===== config.mk =====
export PLATFORM = sky130hd
export DESIGN_NAME = dogx_prog_regbank
export DESIGN_NICKNAME = d
export VERILOG_FILES = /design/src/rtl/dogx_prog_pkg.sv /design/src/rtl/dogx_sync_edge.sv /design/src/rtl/dogx_prog_regbank.sv
export SDC_FILE = /design/constraint.sdc
export NUM_CORES = 2
export LEC_CHECK = 0
export ABC_AREA = 1
export CAP_MARGIN = 15
export CORE_MARGIN = 2
export CORE_UTILIZATION = 40
export DETAILED_ROUTE_END_ITERATION = 10
export PLACE_DENSITY_LB_ADDON = 0.25
export SYNTH_ARGS = -nofsm -noshare
export SYNTH_HDL_FRONTEND = slang
export SYNTH_SLANG_ARGS = --single-unit

===== constraint.sdc =====
create_clock -name CLK_24M -period 24.2 [get_ports CLK_24M]
set_clock_uncertainty 0.15 [all_clocks]
set_input_delay 3.63 -clock CLK_24M [delete_from_list [all_inputs] [get_ports CLK_24M]]
set_output_delay 3.63 -clock CLK_24M [all_outputs]
set_load 0.01 [all_outputs]

===== src/rtl/dogx_prog_pkg.sv =====
// Shared types and constants for the DOGX serial programming port and register bank.
// The frame is a single RW bit, an address field and one or more data words.
package dogx_prog_pkg;

    typedef enum logic [2:0] {
        IDLE,
        CMD,
        ADDR,
        DATA,
        ERR
    } state_t;

    localparam logic RW_WRITE = 1'b1;
    localparam logic RW_READ  = 1'b0;

    // Bits in a frame that carries exactly one data word.
    function automatic int word_frame_len(input int addr_w, input int reg_w);
        return 1 + addr_w + reg_w;
    endfunction

endpackage


===== src/rtl/dogx_sync_edge.sv =====
// Brings an asynchronous pin into the clock domain and flags its edges.
// rise/fall are single-cycle pulses taken from the last synchroniser stage.
module dogx_sync_edge #(
    parameter int SYNC_STAGES = 2
) (
    input  logic clk,
    input  logic rst,
    input  logic din,
    output logic rise,
    output logic fall
);

    logic [SYNC_STAGES-1:0] sync_q;
    logic                   last_q;

    always_ff @(posedge clk or posedge rst) begin
        if (rst) begin
            sync_q <= '0;
            last_q <= 1'b0;
        end else begin
            sync_q <= {sync_q[SYNC_STAGES-2:0], din};
            last_q <= sync_q[SYNC_STAGES-1];
        end
    end

    assign rise = sync_q[SYNC_STAGES-1] & ~last_q;
    assign fall = ~sync_q[SYNC_STAGES-1] & last_q;

endmodule


===== src/rtl/dogx_prog_regbank.sv =====
// Oversampled serial programming port driving a generic register bank.
// Writes land in a shadow copy and reach the active bank only on a clean CS fall.
module dogx_prog_regbank
    import dogx_prog_pkg::*;
#(
    parameter int                      N_REGS      = 16,
    parameter int                      REG_W       = 16,
    parameter int                      ADDR_W      = 4,
    parameter int                      SYNC_STAGES = 2,
    parameter logic [N_REGS*REG_W-1:0] RESET_VAL   = '0
) (
    input  logic                      CLK_24M,
    input  logic                      reset,
    input  logic                      SCLK,
    input  logic                      SDI,
    input  logic                      CS,
    output logic                      SDO,
    output logic                      SDO_EN,
    output logic [N_REGS*REG_W-1:0]   regs_flat,
    output logic                      commit,
    output logic                      frame_err,
    output state_t                    dbg_state
);

    localparam int                CNT_W      = $clog2(word_frame_len(ADDR_W, REG_W));
    localparam logic [CNT_W-1:0]  CNT_ONE    = CNT_W'(1);
    localparam logic [CNT_W-1:0]  ADDR_LAST  = CNT_W'(ADDR_W - 1);
    localparam logic [CNT_W-1:0]  DATA_LAST  = CNT_W'(REG_W - 1);
    localparam logic [ADDR_W-1:0] REG_LAST   = ADDR_W'(N_REGS - 1);
    localparam logic [ADDR_W:0]   N_REGS_EXT = (ADDR_W + 1)'(N_REGS);

    logic sclk_rise, sclk_fall, cs_rise, cs_fall;
    logic [SYNC_STAGES-1:0] sdi_sync_q;
    logic sdi_s;

    state_t             state_q, state_d;
    logic               rw_q;
    logic [ADDR_W-1:0]  addr_q;
    logic [CNT_W-1:0]   bit_cnt_q;
    logic               words_done_q;
    logic [REG_W-1:0]   data_sr_q;
    logic [REG_W-1:0]   active_q [N_REGS];
    logic [REG_W-1:0]   shadow_q [N_REGS];

    logic [ADDR_W-1:0]  addr_shift, addr_inc;
    logic [REG_W-1:0]   word_shift, rd_shifted;
    logic               addr_bad, last_addr_bit, last_data_bit;
    logic               load_shadow, end_frame, do_commit, set_err, clr_err;

    dogx_sync_edge #(.SYNC_STAGES(SYNC_STAGES)) u_sclk_sync (
        .clk (CLK_24M),
        .rst (reset),
        .din (SCLK),
        .rise(sclk_rise),
        .fall(sclk_fall)
    );

    dogx_sync_edge #(.SYNC_STAGES(SYNC_STAGES)) u_cs_sync (
        .clk (CLK_24M),
        .rst (reset),
        .din (CS),
        .rise(cs_rise),
        .fall(cs_fall)
    );

    // SDI goes through the same depth as SCLK so the data bit lines up with sclk_rise.
    always_ff @(posedge CLK_24M or posedge reset) begin
        if (reset) sdi_sync_q <= '0;
        else       sdi_sync_q <= {sdi_sync_q[SYNC_STAGES-2:0], SDI};
    end
    assign sdi_s = sdi_sync_q[SYNC_STAGES-1];

    assign addr_shift    = ADDR_W'({addr_q, sdi_s});
    assign addr_bad      = {1'b0, addr_shift} >= N_REGS_EXT;
    assign addr_inc      = (addr_q == REG_LAST) ? '0 : addr_q + ADDR_W'(1);
    assign word_shift    = REG_W'({data_sr_q, sdi_s});
    assign rd_shifted    = active_q[addr_q] << bit_cnt_q;
    assign last_addr_bit = (bit_cnt_q == ADDR_LAST);
    assign last_data_bit = (bit_cnt_q == DATA_LAST);

    always_ff @(posedge CLK_24M or posedge reset) begin
        if (reset) state_q <= IDLE;
        else       state_q <= state_d;
    end

    always_comb begin
        state_d     = state_q;
        load_shadow = 1'b0;
        end_frame   = 1'b0;
        do_commit   = 1'b0;
        set_err     = 1'b0;
        clr_err     = 1'b0;
        case (state_q)
            IDLE: if (cs_rise) begin
                load_shadow = 1'b1;
                state_d     = CMD;
            end
            CMD:  if (sclk_rise) state_d = ADDR;
            ADDR: if (sclk_rise && last_addr_bit) state_d = addr_bad ? ERR : DATA;
            default: ;
        endcase
        // CS fall outranks any SCLK edge seen in the same cycle.
        if (state_q != IDLE && cs_fall) begin
            state_d   = IDLE;
            end_frame = 1'b1;
            if (state_q == ERR || state_q == CMD) begin
                set_err = 1'b1;
            end else if (rw_q == RW_WRITE) begin
                if (state_q == DATA && bit_cnt_q == '0 && words_done_q) begin
                    do_commit = 1'b1;
                    clr_err   = 1'b1;
                end else begin
                    set_err = 1'b1;
                end
            end
        end
    end

    always_ff @(posedge CLK_24M or posedge reset) begin
        if (reset) begin
            for (int k = 0; k < N_REGS; k++) begin
                active_q[k] <= RESET_VAL[k*REG_W +: REG_W];
                shadow_q[k] <= RESET_VAL[k*REG_W +: REG_W];
            end
            rw_q         <= RW_READ;
            addr_q       <= '0;
            bit_cnt_q    <= '0;
            words_done_q <= 1'b0;
            data_sr_q    <= '0;
            SDO          <= 1'b0;
            SDO_EN       <= 1'b0;
            commit       <= 1'b0;
            frame_err    <= 1'b0;
        end else begin
            commit <= do_commit;
            if (set_err)      frame_err <= 1'b1;
            else if (clr_err) frame_err <= 1'b0;

            if (load_shadow) begin
                shadow_q     <= active_q;
                addr_q       <= '0;
                bit_cnt_q    <= '0;
                words_done_q <= 1'b0;
            end else if (end_frame) begin
                SDO       <= 1'b0;
                SDO_EN    <= 1'b0;
                bit_cnt_q <= '0;
                if (do_commit) active_q <= shadow_q;
            end else begin
                case (state_q)
                    CMD: if (sclk_rise) rw_q <= sdi_s;
                    ADDR: if (sclk_rise) begin
                        addr_q <= addr_shift;
                        if (last_addr_bit) begin
                            bit_cnt_q <= '0;
                            SDO_EN    <= !addr_bad && (rw_q == RW_READ);
                        end else begin
                            bit_cnt_q <= bit_cnt_q + CNT_ONE;
                        end
                    end
                    DATA: if (rw_q == RW_WRITE) begin
                        if (sclk_rise) begin
                            data_sr_q <= word_shift;
                            if (last_data_bit) begin
                                shadow_q[addr_q] <= word_shift;
                                addr_q           <= addr_inc;
                                words_done_q     <= 1'b1;
                                bit_cnt_q        <= '0;
                            end else begin
                                bit_cnt_q <= bit_cnt_q + CNT_ONE;
                            end
                        end
                    end else if (sclk_fall) begin
                        // Read data leaves MSB first, one bit per falling SCLK edge.
                        SDO <= rd_shifted[REG_W-1];
                        if (last_data_bit) begin
                            addr_q    <= addr_inc;
                            bit_cnt_q <= '0;
                        end else begin
                            bit_cnt_q <= bit_cnt_q + CNT_ONE;
                        end
                    end
                    default: ;
                endcase
            end
        end
    end

    always_comb begin
        regs_flat = '0;
        for (int k = 0; k < N_REGS; k++) regs_flat[k*REG_W +: REG_W] = active_q[k];
    end

    assign dbg_state = state_q;

endmodule

==> impl_metrics.json <==
{
  "vias": 22500,
  "postCtsSetupRepairBufs": 0,
  "relSlewSlack": 0.206,
  "drive_gt1_frac": 0.0454,
  "syn-cell-area_um2": 26100,
  "num-fill-cells": 6338,
  "p_leak_nw": 14.6,
  "ctsResizeCount": 0,
  "start_util": 0.405,
  "cts_tree": "built",
  "cap_violations": 0,
  "finalNetCount": 3502,
  "ant_nets": 0,
  "cp_slowest_stage_delay_ns": 0.86,
  "yosysWarnings": 0,
  "slowest_stage": "buf_4",
  "holdCritStartpoint": "sdi_sync_q[0]",
  "power_mw": 2.69,
  "synth-edff-count": 0,
  "slew_violations": 0,
  "cts-root-buf": "clkbuf_16",
  "cp_max_fo": 100,
  "hold_class": "reg -> reg",
  "grt_max_degree": 200,
  "die_h_um": 260,
  "yosysSeqAreaShare": 0.528,
  "crit_chain": "clkdlybuf4s50_1, inv_8, buf_4, buf_4",
  "crit_top_cell": "buf_4",
  "synthArstFlopShare": 1.00,
  "antenna_found_initial": 1,
  "max_slew.worst_pin.slew_ns": 1.19,
  "required_ns": 24.66,
  "synthCells": 3337,
  "drt-wirelength-per-cell_um": 19.8,
  "r2r-start": "dbg_state[0]",
  "start_kind": "input port",
  "critPathArrivalTime_ns": 6.38,
  "final.min_clock_period_ns": 5.93,
  "ioPinCount": 268,
  "max_freq_ghz": 0.169,
  "clock-sinks": 552,
  "cts_hold_buf": 0,
  "period_share": 0.245,
  "path_buf_inv": 4,
  "grt_pass1_wl_um": 130000,
  "synth-main-ff-cell": "dfrtp_1",
  "grt_overflow": 0,
  "n_antenna_cell": 0,
  "route.detailed.drc": 0,
  "grtUsageTotal": 0.253,
  "drt-total-wl_um": 86700,
  "dp_hpwl_um": 56200,
  "die_x_um": 260,
  "p_per_area_nw_per_um2": 86.4,
  "critPathTopFamily": "buffers and inverters",
  "hold_viol": 0,
  "yosys_register_bits": 552,
  "worst_hold_slack_ns": 0.205,
  "clk_pin_slew_worst_paths_ns": 0.06,
  "synth_top_cell_by_area": "dfrtp_1",
  "synth_fp_nets": 3356,
  "insertion_delay_ns": 0.63,
  "drt_iter0_markers": 2365,
  "grt_pass1_vias": 20500,
  "rsz0062_at_grt": "no",
  "port_buffers": 266,
  "core-area_um2": 64600,
  "path_class": "in -> async",
  "synth_common_cells": "nand2_1 (962), dfrtp_1 (552), o21ai_0 (465), inv_1 (433), nor2_1 (240)",
  "crit_path_end_kind": "async pin",
  "cts_buffers": 58,
  "cts.path.max_buffers": 3,
  "h-tree-depth": 2,
  "gp_congestion": 0.884,
  "ys_types": 39,
  "avgViaCountPerCell": 5.13,
  "die-area_um2": 67400,
  "crit_path_start": "reset",
  "rows": 93,
  "area_delta_synth_final_pct": 18.9,
  "synth.most_common_cell": "nand2_1",
  "synth_top_area_frac": 0.528,
  "dr.pass1.iters": 5,
  "yosys-top-cells-area": "dfrtp_1 (53%), nand2_1 (14%), o21ai_0 (8.9%), inv_1 (6.2%), a21oi_1 (3.5%)",
  "vdd_drop_max_mv": 0.0558,
  "setup-tns-final_ns": 0,
  "status": "finished clean",
  "syn_area_per_cell_um2": 7.83,
  "setup_viol": 0
}
## kinds of logic (layout without fill, tap and decap cells)
| family | count (synthesis) | count (layout) | share of synthesized area |
|---|---|---|---|
| compound gates | 797 | 797 | 0.163 |
| mux | 13 | 13 | 0.00560 |
| other cells | 1 | 1 | 0.000143 |
| flops | 552 | 552 | 0.528 |
| buf+inv | 651 | 841 | 0.102 |
| simple gates | 1309 | 1309 | 0.195 |
| fa+ha+maj | 14 | 14 | 0.00670 |
## routing by layer
metal | vias up | wire [um] | GRT usage
met5 | - | 0 | 0
li1 | 10800 | - | -
met2 | 763 | 39500 | 0.396
met3 | 131 | 5780 | 0.0394
met1 | 10800 | 38900 | 0.363
met4 | 0 | 2640 | 0.0781
## cell usage in the layout (no fill, tap or decap), drive strengths merged, types with 2 or more instances in the layout
cell type and count:
a21boi 2, dfrtp 552, o211ai 10, nor3 6, clkinv 18, nand4 6
nand2 964, inv 439, a21oi 194, o21ai 491, o31ai 2, ha 14
mux2 13, a22o 2, buf 31, o22ai 91, clkbuf 86, nor2 242
nand3 90, clkdlybuf4s50 266
## final cells by class
| type | count | area (um2) | share of cell area |
|---|---|---|---|
| clock buffers | 86 | 1710 | 0.0549 |
| clock inverters | 18 | 126 | 0.00407 |
| inverters | 440 | 1670 | 0.0536 |
| multi-input cells | 2134 | 9690 | 0.312 |
| flip-flops and latches | 552 | 13800 | 0.445 |
| well taps | 855 | 1070 | 0.0344 |
| repair buffers | 297 | 3010 | 0.0967 |
## metrics by stage
step / util / std cells / setup WS, ns / cell area (um2)
after CTS: 0.480 / 4380 / 18.16 / 31000
after detailed placement: 0.452 / 4276 / 17.50 / 29200
after floorplan: - / 3337 / 4.99 / 26100
final: 0.481 / 4382 / 18.27 / 31100
after global placement: 0.452 / 4275 / 17.51 / 29200
after global routing: 0.481 / 4382 / 17.84 / 31100
## flip-flops by register name, summed over array words and instances (netlist names)
| register | count |
|---|---|
| SDO | 1 |
| SDO_EN | 1 |
| addr_q | 4 |
| bit_cnt_q | 5 |
| commit | 1 |
| data_sr_q | 15 |
| dbg_state | 2 |
| frame_err | 1 |
| regs_flat | 256 |
| rw_q | 1 |
| sdi_sync_q | 2 |
| shadow_q | 256 |
| u_cs_sync.last_q | 1 |
| u_cs_sync.sync_q | 2 |
| u_sclk_sync.last_q | 1 |
| u_sclk_sync.sync_q | 2 |
| words_done_q | 1 |
## worst paths after layout
kind / slack, ns / to / cells after the start
max: 18.27 / regs_flat[154] / 4
min: 0.21 / sdi_sync_q[1] / 0
max reg2reg: 19.48 / shadow_q[158] / 11
min reg2reg: 0.21 / sdi_sync_q[1] / 0
max in group CLK_24M: 18.69 / regs_flat[223] / 1
min in group asynchronous: 3.37 / regs_flat[121] / 2
## where the power goes
group / internal (mW) / switching (mW)
clock: 0.496 / 0.383
sequential: 1.03 / 0.0750
combinational: 0.197 / 0.500
Note: power is estimated with default switching activity, not from simulation.
